===== config.mk =====
export PLATFORM = sky130hd
export DESIGN_NAME = cplx_op_sequencer_flat
export DESIGN_NICKNAME = d
export VERILOG_FILES = /design/src/rtl/cplx_pkg.sv /design/src/rtl/cplx_op_sequencer_if.sv /design/src/rtl/cplx_div_watchdog.sv /design/src/rtl/cplx_op_sequencer.sv /design/src/flat_wrapper.sv
export SDC_FILE = /design/constraint.sdc
export NUM_CORES = 1
export LEC_CHECK = 0
export BUFFER_PORTS_ARGS = -buffer_cell sky130_fd_sc_hd__clkbuf_2
export CAP_MARGIN = 20
export CORE_MARGIN = 5
export CORE_UTILIZATION = 40
export DETAILED_ROUTE_END_ITERATION = 16
export PLACE_DENSITY = 0.77
export SETUP_SLACK_MARGIN = 0.2
export SYNTH_ARGS = -nofsm -noshare
export SYNTH_HDL_FRONTEND = slang
export SYNTH_SLANG_ARGS = --single-unit
export TNS_END_PERCENT = 100

===== constraint.sdc =====
create_clock -name clk -period 1.9 [get_ports clk]
set_clock_uncertainty 0.05 [all_clocks]
set_input_delay 0.475 -clock clk [delete_from_list [all_inputs] [get_ports clk]]
set_output_delay 0.475 -clock clk [all_outputs]
set_load 0.05 [all_outputs]

===== src/rtl/cplx_pkg.sv =====
// Shared constants, opcodes and FSM state encoding for the complex-op sequencer.
package cplx_pkg;

    localparam int NUMBER_SIZE = 8;
    localparam int OP_SIZE     = 4;

    localparam logic TRUE  = 1'b1;
    localparam logic FALSE = 1'b0;

    localparam logic [OP_SIZE-1:0] OP_ADD     = 4'b0000;
    localparam logic [OP_SIZE-1:0] OP_SUB     = 4'b0001;
    localparam logic [OP_SIZE-1:0] OP_MUL     = 4'b0010;
    localparam logic [OP_SIZE-1:0] OP_DIV     = 4'b0011;
    localparam logic [OP_SIZE-1:0] OP_CONJ    = 4'b0100;
    localparam logic [OP_SIZE-1:0] OP_NEG     = 4'b0101;
    localparam logic [OP_SIZE-1:0] OP_EQ      = 4'b1001;
    localparam logic [OP_SIZE-1:0] OP_NEQ     = 4'b1010;
    localparam logic [OP_SIZE-1:0] OP_LESS    = 4'b1011;
    localparam logic [OP_SIZE-1:0] OP_LEQ     = 4'b1100;
    localparam logic [OP_SIZE-1:0] OP_GREATER = 4'b1101;
    localparam logic [OP_SIZE-1:0] OP_GEQ     = 4'b1110;

    typedef logic [1:0] state_t;

    localparam state_t IDLE     = 2'd0;
    localparam state_t ALU_EXEC = 2'd1;
    localparam state_t DIV_WAIT = 2'd2;
    localparam state_t RESULT   = 2'd3;

    // Compare opcodes occupy a contiguous range and report through res_flag.
    function automatic logic is_compare(input logic [OP_SIZE-1:0] op);
        return (op >= OP_EQ) && (op <= OP_GEQ);
    endfunction

endpackage


===== src/rtl/cplx_op_sequencer_if.sv =====
// Instruction, ALU, divider and result signals between the sequencer and its neighbours.
interface cplx_seq_if #(
    parameter int NUMBER_SIZE = 8,
    parameter int OP_SIZE     = 4
);
    logic                     in_valid;
    logic                     in_ready;
    logic [OP_SIZE-1:0]       in_op;
    logic [2*NUMBER_SIZE-1:0] in_a;
    logic [2*NUMBER_SIZE-1:0] in_b;

    logic [OP_SIZE-1:0]       alu_op;
    logic [2*NUMBER_SIZE-1:0] alu_a;
    logic [2*NUMBER_SIZE-1:0] alu_b;
    logic [2*NUMBER_SIZE-1:0] alu_out;

    logic                     div_start;
    logic                     div_done;
    logic [2*NUMBER_SIZE-1:0] div_q;

    logic                     res_valid;
    logic                     res_ready;
    logic [2*NUMBER_SIZE-1:0] res;
    logic                     res_flag;
    logic                     res_err;

    modport master (
        output in_valid, in_op, in_a, in_b, alu_out, div_done, div_q, res_ready,
        input  in_ready, alu_op, alu_a, alu_b, div_start, res_valid, res, res_flag, res_err
    );

    modport slave (
        input  in_valid, in_op, in_a, in_b, alu_out, div_done, div_q, res_ready,
        output in_ready, alu_op, alu_a, alu_b, div_start, res_valid, res, res_flag, res_err
    );
endinterface


===== src/rtl/cplx_div_watchdog.sv =====
// Counts cycles spent waiting on the divider and flags when the wait limit is reached.
module cplx_div_watchdog #(
    parameter int TIMEOUT = 32
) (
    input  logic clk,
    input  logic rst,
    input  logic clear,
    input  logic enable,
    output logic expired
);
    localparam int CW = $clog2(TIMEOUT + 1);

    logic [CW-1:0] count;

    // expired fires during the TIMEOUT-th enabled cycle so the caller leaves on that edge.
    assign expired = enable && (count == CW'(TIMEOUT - 1));

    always_ff @(posedge clk or posedge rst) begin
        if (rst) begin
            count <= '0;
        end else if (clear) begin
            count <= '0;
        end else if (enable && !expired) begin
            count <= count + 1'b1;
        end
    end
endmodule


===== src/rtl/cplx_op_sequencer.sv =====
// Sequences complex ALU and divider operations behind valid/ready handshakes.
// Optional divider timeout: define CPLX_SEQ_DIV_TIMEOUT_EN.
module cplx_op_sequencer #(
    parameter int NUMBER_SIZE = 8,
    parameter int OP_SIZE     = 4,
    parameter int DIV_TIMEOUT = 32
) (
    input logic      clk,
    input logic      rst,
    cplx_seq_if.slave bus
);
    import cplx_pkg::*;

    state_t                   state;
    logic [OP_SIZE-1:0]       op_r;
    logic [2*NUMBER_SIZE-1:0] a_r;
    logic [2*NUMBER_SIZE-1:0] b_r;
    logic [2*NUMBER_SIZE-1:0] res_r;
    logic                     flag_r;
    logic                     err_r;
    logic                     start_r;
    logic                     accept;
    logic                     div_timeout;

    assign accept        = bus.in_valid && (state == IDLE);
    assign bus.in_ready  = (state == IDLE);
    assign bus.res_valid = (state == RESULT);
    assign bus.alu_op    = op_r;
    assign bus.alu_a     = a_r;
    assign bus.alu_b     = b_r;
    assign bus.res       = res_r;
    assign bus.res_flag  = flag_r;
    assign bus.res_err   = err_r;
    assign bus.div_start = start_r;

`ifdef CPLX_SEQ_DIV_TIMEOUT_EN
    cplx_div_watchdog #(
        .TIMEOUT (DIV_TIMEOUT)
    ) u_watchdog (
        .clk     (clk),
        .rst     (rst),
        .clear   (state != DIV_WAIT),
        .enable  (state == DIV_WAIT),
        .expired (div_timeout)
    );
`else
    assign div_timeout = FALSE;
`endif

    // A divide by zero is routed through ALU_EXEC so its result appears with ALU latency.
    always_ff @(posedge clk or posedge rst) begin
        if (rst) begin
            state   <= IDLE;
            op_r    <= '0;
            a_r     <= '0;
            b_r     <= '0;
            res_r   <= '0;
            flag_r  <= FALSE;
            err_r   <= FALSE;
            start_r <= FALSE;
        end else begin
            start_r <= FALSE;
            case (state)
                IDLE: begin
                    if (accept) begin
                        op_r  <= bus.in_op;
                        a_r   <= bus.in_a;
                        b_r   <= bus.in_b;
                        err_r <= FALSE;
                        if ((bus.in_op == OP_DIV) && (bus.in_b != '0)) begin
                            start_r <= TRUE;
                            state   <= DIV_WAIT;
                        end else begin
                            state <= ALU_EXEC;
                        end
                    end
                end
                ALU_EXEC: begin
                    if (op_r == OP_DIV) begin
                        res_r <= '0;
                        err_r <= TRUE;
                    end else begin
                        res_r <= bus.alu_out;
                        if (is_compare(op_r)) begin
                            flag_r <= bus.alu_out[0];
                        end
                    end
                    state <= RESULT;
                end
                DIV_WAIT: begin
                    if (bus.div_done) begin
                        res_r <= bus.div_q;
                        err_r <= FALSE;
                        state <= RESULT;
                    end else if (div_timeout) begin
                        res_r <= '0;
                        err_r <= TRUE;
                        state <= RESULT;
                    end
                end
                RESULT: begin
                    if (bus.res_ready) begin
                        state <= IDLE;
                    end
                end
                default: state <= IDLE;
            endcase
        end
    end
endmodule


===== src/flat_wrapper.sv =====
// flat-port wrapper written by rule: the top's interface ports become plain ports
module cplx_op_sequencer_flat import cplx_pkg::*;
#(
    parameter int NUMBER_SIZE = 8,
    parameter int OP_SIZE     = 4,
    parameter int DIV_TIMEOUT = 32
)
  (clk, rst, bus_in_valid, bus_in_op, bus_in_a, bus_in_b, bus_alu_out, bus_div_done, bus_div_q, bus_res_ready, bus_in_ready, bus_alu_op, bus_alu_a, bus_alu_b, bus_div_start, bus_res_valid, bus_res, bus_res_flag, bus_res_err);
  cplx_seq_if #(.NUMBER_SIZE(NUMBER_SIZE), .OP_SIZE(OP_SIZE)) bus_i ();
  input logic clk;
  input logic rst;
  input wire logic [$bits(bus_i.in_valid)-1:0] bus_in_valid;
  input wire logic [$bits(bus_i.in_op)-1:0] bus_in_op;
  input wire logic [$bits(bus_i.in_a)-1:0] bus_in_a;
  input wire logic [$bits(bus_i.in_b)-1:0] bus_in_b;
  input wire logic [$bits(bus_i.alu_out)-1:0] bus_alu_out;
  input wire logic [$bits(bus_i.div_done)-1:0] bus_div_done;
  input wire logic [$bits(bus_i.div_q)-1:0] bus_div_q;
  input wire logic [$bits(bus_i.res_ready)-1:0] bus_res_ready;
  output wire logic [$bits(bus_i.in_ready)-1:0] bus_in_ready;
  output wire logic [$bits(bus_i.alu_op)-1:0] bus_alu_op;
  output wire logic [$bits(bus_i.alu_a)-1:0] bus_alu_a;
  output wire logic [$bits(bus_i.alu_b)-1:0] bus_alu_b;
  output wire logic [$bits(bus_i.div_start)-1:0] bus_div_start;
  output wire logic [$bits(bus_i.res_valid)-1:0] bus_res_valid;
  output wire logic [$bits(bus_i.res)-1:0] bus_res;
  output wire logic [$bits(bus_i.res_flag)-1:0] bus_res_flag;
  output wire logic [$bits(bus_i.res_err)-1:0] bus_res_err;
  assign bus_i.in_valid = bus_in_valid;
  assign bus_i.in_op = bus_in_op;
  assign bus_i.in_a = bus_in_a;
  assign bus_i.in_b = bus_in_b;
  assign bus_i.alu_out = bus_alu_out;
  assign bus_i.div_done = bus_div_done;
  assign bus_i.div_q = bus_div_q;
  assign bus_i.res_ready = bus_res_ready;
  assign bus_in_ready = bus_i.in_ready;
  assign bus_alu_op = bus_i.alu_op;
  assign bus_alu_a = bus_i.alu_a;
  assign bus_alu_b = bus_i.alu_b;
  assign bus_div_start = bus_i.div_start;
  assign bus_res_valid = bus_i.res_valid;
  assign bus_res = bus_i.res;
  assign bus_res_flag = bus_i.res_flag;
  assign bus_res_err = bus_i.res_err;
  cplx_op_sequencer #(.NUMBER_SIZE(NUMBER_SIZE), .OP_SIZE(OP_SIZE), .DIV_TIMEOUT(DIV_TIMEOUT)) u_core (.clk(clk), .rst(rst), .bus(bus_i));
endmodule

==> results of run 1 <==
==> sequential cells by signal, indices dropped and copies added, names as in the netlist <==
register,cells
u_core.bus.alu_a,16
u_core.bus.alu_b,16
u_core.bus.res,16
u_core.bus.alu_op,4
u_core.state,2
u_core.bus.div_start,1
u_core.bus.res_err,1
u_core.bus.res_flag,1
==> final timing paths <==
kind,startpoint,to,slack [ns],depth (start not counted)
worst max-delay path,u_core.state[1]$_DFFE_PP0P_,bus_res_valid,0.20,2
worst min-delay path,rst,u_core.bus.alu_b[10]$_DFFE_PP0P_,0.15,3
worst max register to register,u_core.state[1]$_DFFE_PP0P_,u_core.bus.res[6]$_DFFE_PP0P_,0.33,6
worst min register to register,u_core.bus.res[15]$_DFFE_PP0P_,u_core.bus.res[15]$_DFFE_PP0P_,0.44,2
max in group asynchronous,rst,u_core.bus.alu_a[7]$_DFFE_PP0P_,1.40,3
min in group clk,bus_in_a[13],u_core.bus.alu_a[13]$_DFFE_PP0P_,0.33,2
==> layer usage <==
layer / vias to the layer above / routed length [µm] / GRT usage
met2: 106 / 3110 / 0.265
met5: - / 0 / 0
met4: 0 / 94 / 0.0705
met3: 10 / 766 / 0.0655
li1: 1016 / - / -
met1: 997 / 2670 / 0.192
==> power groups by stage <==
stage | Combinational, mW | Sequential, mW | Clock (mW)
final | 4.93 | 2.21 | 1.42
after global routing | 5.23 | 2.28 | 1.50
after CTS | 4.96 | 2.21 | 1.45
after detailed placement | 4.85 | 2.22 | 0
after global placement | 4.74 | 2.19 | 0
after floorplan | 1.83 | 4.17 | 0
==> metrics by stage <==
step,area (µm²),util,hold slack [ns]
after detailed placement,3420,0.533,0.425
after floorplan,2700,-,0.483
after CTS,3730,0.581,0.155
final,3730,0.581,0.155
after global placement,3420,0.533,0.419
after global routing,3730,0.581,0.177
==> kinds of logic (layout without fill, tap and decap cells) <==
group | count (synthesis) | count (layout) | share of synthesized area
flip-flops | 57 | 57 | 0.532
AND/OR/NAND/NOR | 49 | 49 | 0.108
AO/OA/AOI/OAI | 39 | 39 | 0.0872
multiplexers | 38 | 38 | 0.204
buffers and inverters | 17 | 161 | 0.0452
adder cells (fa/ha/maj) | 5 | 5 | 0.0233
==> worst max-delay path, stage by stage (launching register included) <==
cell      delay [ns]
dfrtp_1         0.41
ha_2            0.25
clkbuf_8        0.19
==> placed cells by master (no fill, tap or decap), types with 4 or more instances in the layout <==
cell | netlist | layout
clkbuf_2 | 0 | 127
dfrtp_1 | 57 | 57
mux2_4 | 29 | 29
nand2_1 | 18 | 18
and2_1 | 16 | 16
a31oi_1 | 16 | 16
o21ai_1 | 16 | 16
clkbuf_8 | 0 | 12
mux2_2 | 7 | 7
buf_4 | 3 | 7
nor4_2 | 4 | 4
==> timing repair <==
item                                    CTS  global route
endpoints found under the setup margin   18            20
gates resized for setup                   7             2
buffers inserted                          4             0
pin swaps                                 0             0
==> area by class of cell <==
type                            count  area share
Inverter                            6     0.00704
Multi-Input combinational cell    131       0.309
Tap cell                           77      0.0258
Clock buffer                       12      0.0416
Sequential cell                    57       0.382
Timing Repair Buffer              139       0.208
Clock inverter                      4      0.0265
==> reports/metrics.cfg, run 1 <==
[status]
status=finished clean

[power]
vdd_drop_max_mv=1.41
p_sw_frac=0.484
powerDensity_nw_per_um2=2290
power.switching_mw=4.14
clockPowerShare=0.166
pwr-share-seq=0.258
p_int_mw=4.41
pwr-share-comb=0.576
cellLeakagePower_nw=1.95
total_power_mw=8.55

[die]
die_area_um2=8440
io_pins=130
start_util=0.418
fp.dieH_um=91.9
core_um2=6420
die_w_um=91.9
row_count=29

[route]
num_vias=2129
wl_per_cell_um=15.6
wirelength_um=6640
vias_per_cell=5.00
drt-initial-drc-count=40
drt-pass1-iter-count=4
drc=0
drt.antenna.violating_nets=0

[place]
dp_slack_ns=0.165
place_hpwl_um=5080
io_buffers=129
placedCellCount=406
place_congestion=0.718

[final_layout]
final_nets=422
nFillCells=523
insertedDiodeCount=0
fin_cells=426
multi_input_area_um2=1150
area_growth_pct=39.1
seq_area_um2=1430
drive_gt1_frac=0.590

[yosys]
yosys_register_bits=57
synth_edf_count=0
yosysSeqAreaShare=0.532
syn_area_um2=2680
yosys.cell_types.count=32
synthFlopType=dfrtp_1
ys_top_cells_by_count=57 x dfrtp_1, 29 x mux2_4, 18 x nand2_1
synth_top_area_share=0.532
netlist_instances=205
synthTopCellsByArea=dfrtp_1 53%, mux2_4 16%, a31oi_1 3.7%, and2_1 3.7%, o21ai_1 3.0%
syn_avg_cell_area_um2=13.1
ys.warnings.count=0
async_reset_ff_frac=1.00
yosys.area.top_type=dfrtp_1
synth_nets=283
synth.most_common_cell=dfrtp_1

[sta]
post-route-worst-setup-slack_ns=0.196
finalCritPeriodShare=0.897
maxSlewViolCount=0
maxSlewHeadroom=0.806
fin_crit_ns=1.70
tightest_slew_ns=0.288
fmax_ghz=0.587
finalSetupTns_ns=0
setup_viol=0
hold_violations=0
grt_setup_unrepaired=yes

[worst_setup_path]
crit_path_start_kind=register
crit_required_ns=1.37
cp.arrival_ns=1.18
path_max_fanout=4
crit_path_end_kind=primary output
critPathKind=reg2out

[min_path]
min_path_type=in2async

[global_routing]
grt_antenna_before_repair=0
grt_max_degree=58
grt_pass1_wl_um=11000
grt_pass1_vias=2305
grt_remaining_overflow=0
track_usage=0.163

[cts]
clock_sinks=57
cts-root-buf=clkbuf_8
clock_latency_ns=0.32
htreeDepth=3
cts_tree=built
cts-buffers-inserted=9
clk_pin_slew_ns=0.07
cts-hold-fix-buffers=0
clockBufferDepth=2

[run]
drv_cap=0

(Power assumes the default switching activity.)
==> inputs of run 2 (changes only) <==
--- a/config.mk
+++ b/config.mk
@@ -10,7 +10,7 @@
 export CORE_MARGIN = 5
 export CORE_UTILIZATION = 40
 export DETAILED_ROUTE_END_ITERATION = 16
-export PLACE_DENSITY = 0.77
+export PLACE_DENSITY = 0.84
 export SETUP_SLACK_MARGIN = 0.2
 export SYNTH_ARGS = -nofsm -noshare
 export SYNTH_HDL_FRONTEND = slang
==> run 2 against run 1 <==
  * Via count down 1.4%
  * Maximum frequency up 0.18%
  * Cell count unchanged
  * Register-to-register slack about the same
  * Highest routed layer unchanged
  * Largest cell class unchanged
  * Critical path type unchanged
==> reports/metrics.cfg, run 2 (same netlist as run 1, synthesis figures left out) <==
[route]
drc=0  ; unchanged
num_vias=2099  ; -1.4%
drt-initial-drc-count=26  ; -35%
wirelength_um=6250  ; -5.8%
drt.antenna.violating_nets=0  ; unchanged
vias_per_cell=4.93  ; -1.4%
drt-pass1-iter-count=4  ; unchanged
wl_per_cell_um=14.7  ; -5.8%

[sta]
finalSetupTns_ns=0  ; unchanged
fin_crit_ns=1.70  ; -0.00314 ns
fmax_ghz=0.588  ; +0.18%
maxSlewViolCount=0  ; unchanged
maxSlewHeadroom=0.729  ; -0.0779
setup_viol=0  ; unchanged
hold_violations=0  ; unchanged
grt_setup_unrepaired=yes
tightest_slew_ns=0.407  ; +0.119 ns
finalCritPeriodShare=0.895  ; -0.00165

[cts]
cts-root-buf=clkbuf_8
cts-hold-fix-buffers=0  ; unchanged
cts_tree=built
cts-buffers-inserted=9  ; unchanged
clock_sinks=57  ; unchanged
clockBufferDepth=2  ; unchanged
clock_latency_ns=0.32  ; about the same
htreeDepth=3  ; unchanged
clk_pin_slew_ns=0.06  ; about the same

[run]
drv_cap=0  ; unchanged

[status]
status=finished clean

[die]
row_count=29  ; unchanged
fp.dieH_um=91.9  ; unchanged
start_util=0.418  ; unchanged
die_area_um2=8440  ; unchanged
core_um2=6420  ; unchanged
die_w_um=91.9  ; unchanged
io_pins=130  ; unchanged

[global_routing]
track_usage=0.159  ; -0.00426
grt_pass1_vias=2303  ; -0.087%
grt_antenna_before_repair=0  ; unchanged
grt_pass1_wl_um=10800  ; -1.9%
grt_max_degree=38  ; -34%
grt_remaining_overflow=0  ; unchanged

[place]
io_buffers=129  ; unchanged
placedCellCount=407  ; +0.25%
place_hpwl_um=4930  ; -3.0%
place_congestion=0.730  ; +1.6%

[worst_setup_path]
ff2ff_setup_slack_ns=0.33  ; about the same
crit_path_start_kind=register
critPathKind=reg2out
crit_required_ns=1.37  ; about the same
path_max_fanout=4  ; unchanged
crit_path_end_kind=primary output
cp.arrival_ns=1.18  ; about the same

[final_layout]
area_growth_pct=37.7
drive_gt1_frac=0.593  ; +0.00287
final_nets=424  ; +0.47%
layout_common_cells=127 x clkbuf_2, 57 x dfrtp_1, 29 x mux2_4, 18 x nand2_1
fin_cells=426  ; unchanged
insertedDiodeCount=0  ; unchanged
final_common_cell=clkbuf_2
nFillCells=543  ; +3.8%

[min_path]
min_path_type=in2async

-- run 2: final timing paths --
kind                                                from                          endpoint  cells after the start
max                          u_core.state[1]$_DFFE_PP0P_                     bus_res_valid                      2
min                                                  rst   u_core.bus.alu_a[5]$_DFFE_PP0P_                      3
max reg2reg                  u_core.state[1]$_DFFE_PP0P_   u_core.bus.alu_a[9]$_DFFE_PP0P_                      5
min reg2reg                u_core.bus.res[8]$_DFFE_PP0P_     u_core.bus.res[8]$_DFFE_PP0P_                      2
max in group asynchronous                            rst  u_core.bus.alu_b[12]$_DFFE_PP0P_                      3
min in group clk                             bus_in_a[5]   u_core.bus.alu_a[5]$_DFFE_PP0P_                      2
-- run 2: layout make-up --
type	count	area (µm²)	area share
clock inverters	2	37.5	0.0102
clock buffers	12	165	0.0447
repair buffers	141	790	0.214
inverters	6	26.3	0.00711
flip-flops and latches	57	1430	0.386
multi-input cells	131	1150	0.312
well taps	77	96.3	0.0261
-- run 2: metrics by stage --
step	util	worst slack (ns)	area, µm²	hold WS (ns)
after global routing	0.575	0.157	3690	0.176
after detailed placement	0.532	0.154	3420	0.426
after floorplan	-	0.290	2700	0.483
final	0.575	0.200	3690	0.153
after global placement	0.532	0.257	3420	0.417
after CTS	0.574	0.193	3680	0.148
-- run 2: repair_timing --
item	in CTS	in global routing
resized for setup	8	1
pin swaps	0	0
endpoints found under the hold margin	0	0
setup endpoints to repair	18	19
setup buffers	4	1
-- run 2: routing by layer --
layer | global-route usage | vias to the layer above | routed length, µm
met5 | 0 | - | 0
met3 | 0.0606 | 6 | 649
met1 | 0.185 | 992 | 2550
met2 | 0.268 | 92 | 2990
li1 | - | 1009 | -
met4 | 0.0582 | 0 | 57
-- run 2: critical path: stages (launching register included) --
cell and delay, ns:
dfrtp_1 0.41, ha_2 0.25, clkbuf_8 0.19
Power of run 2 is left out: the tool's default activity adds up to more than one toggle a clock period on the data nets, which glitch-free logic cannot reach.
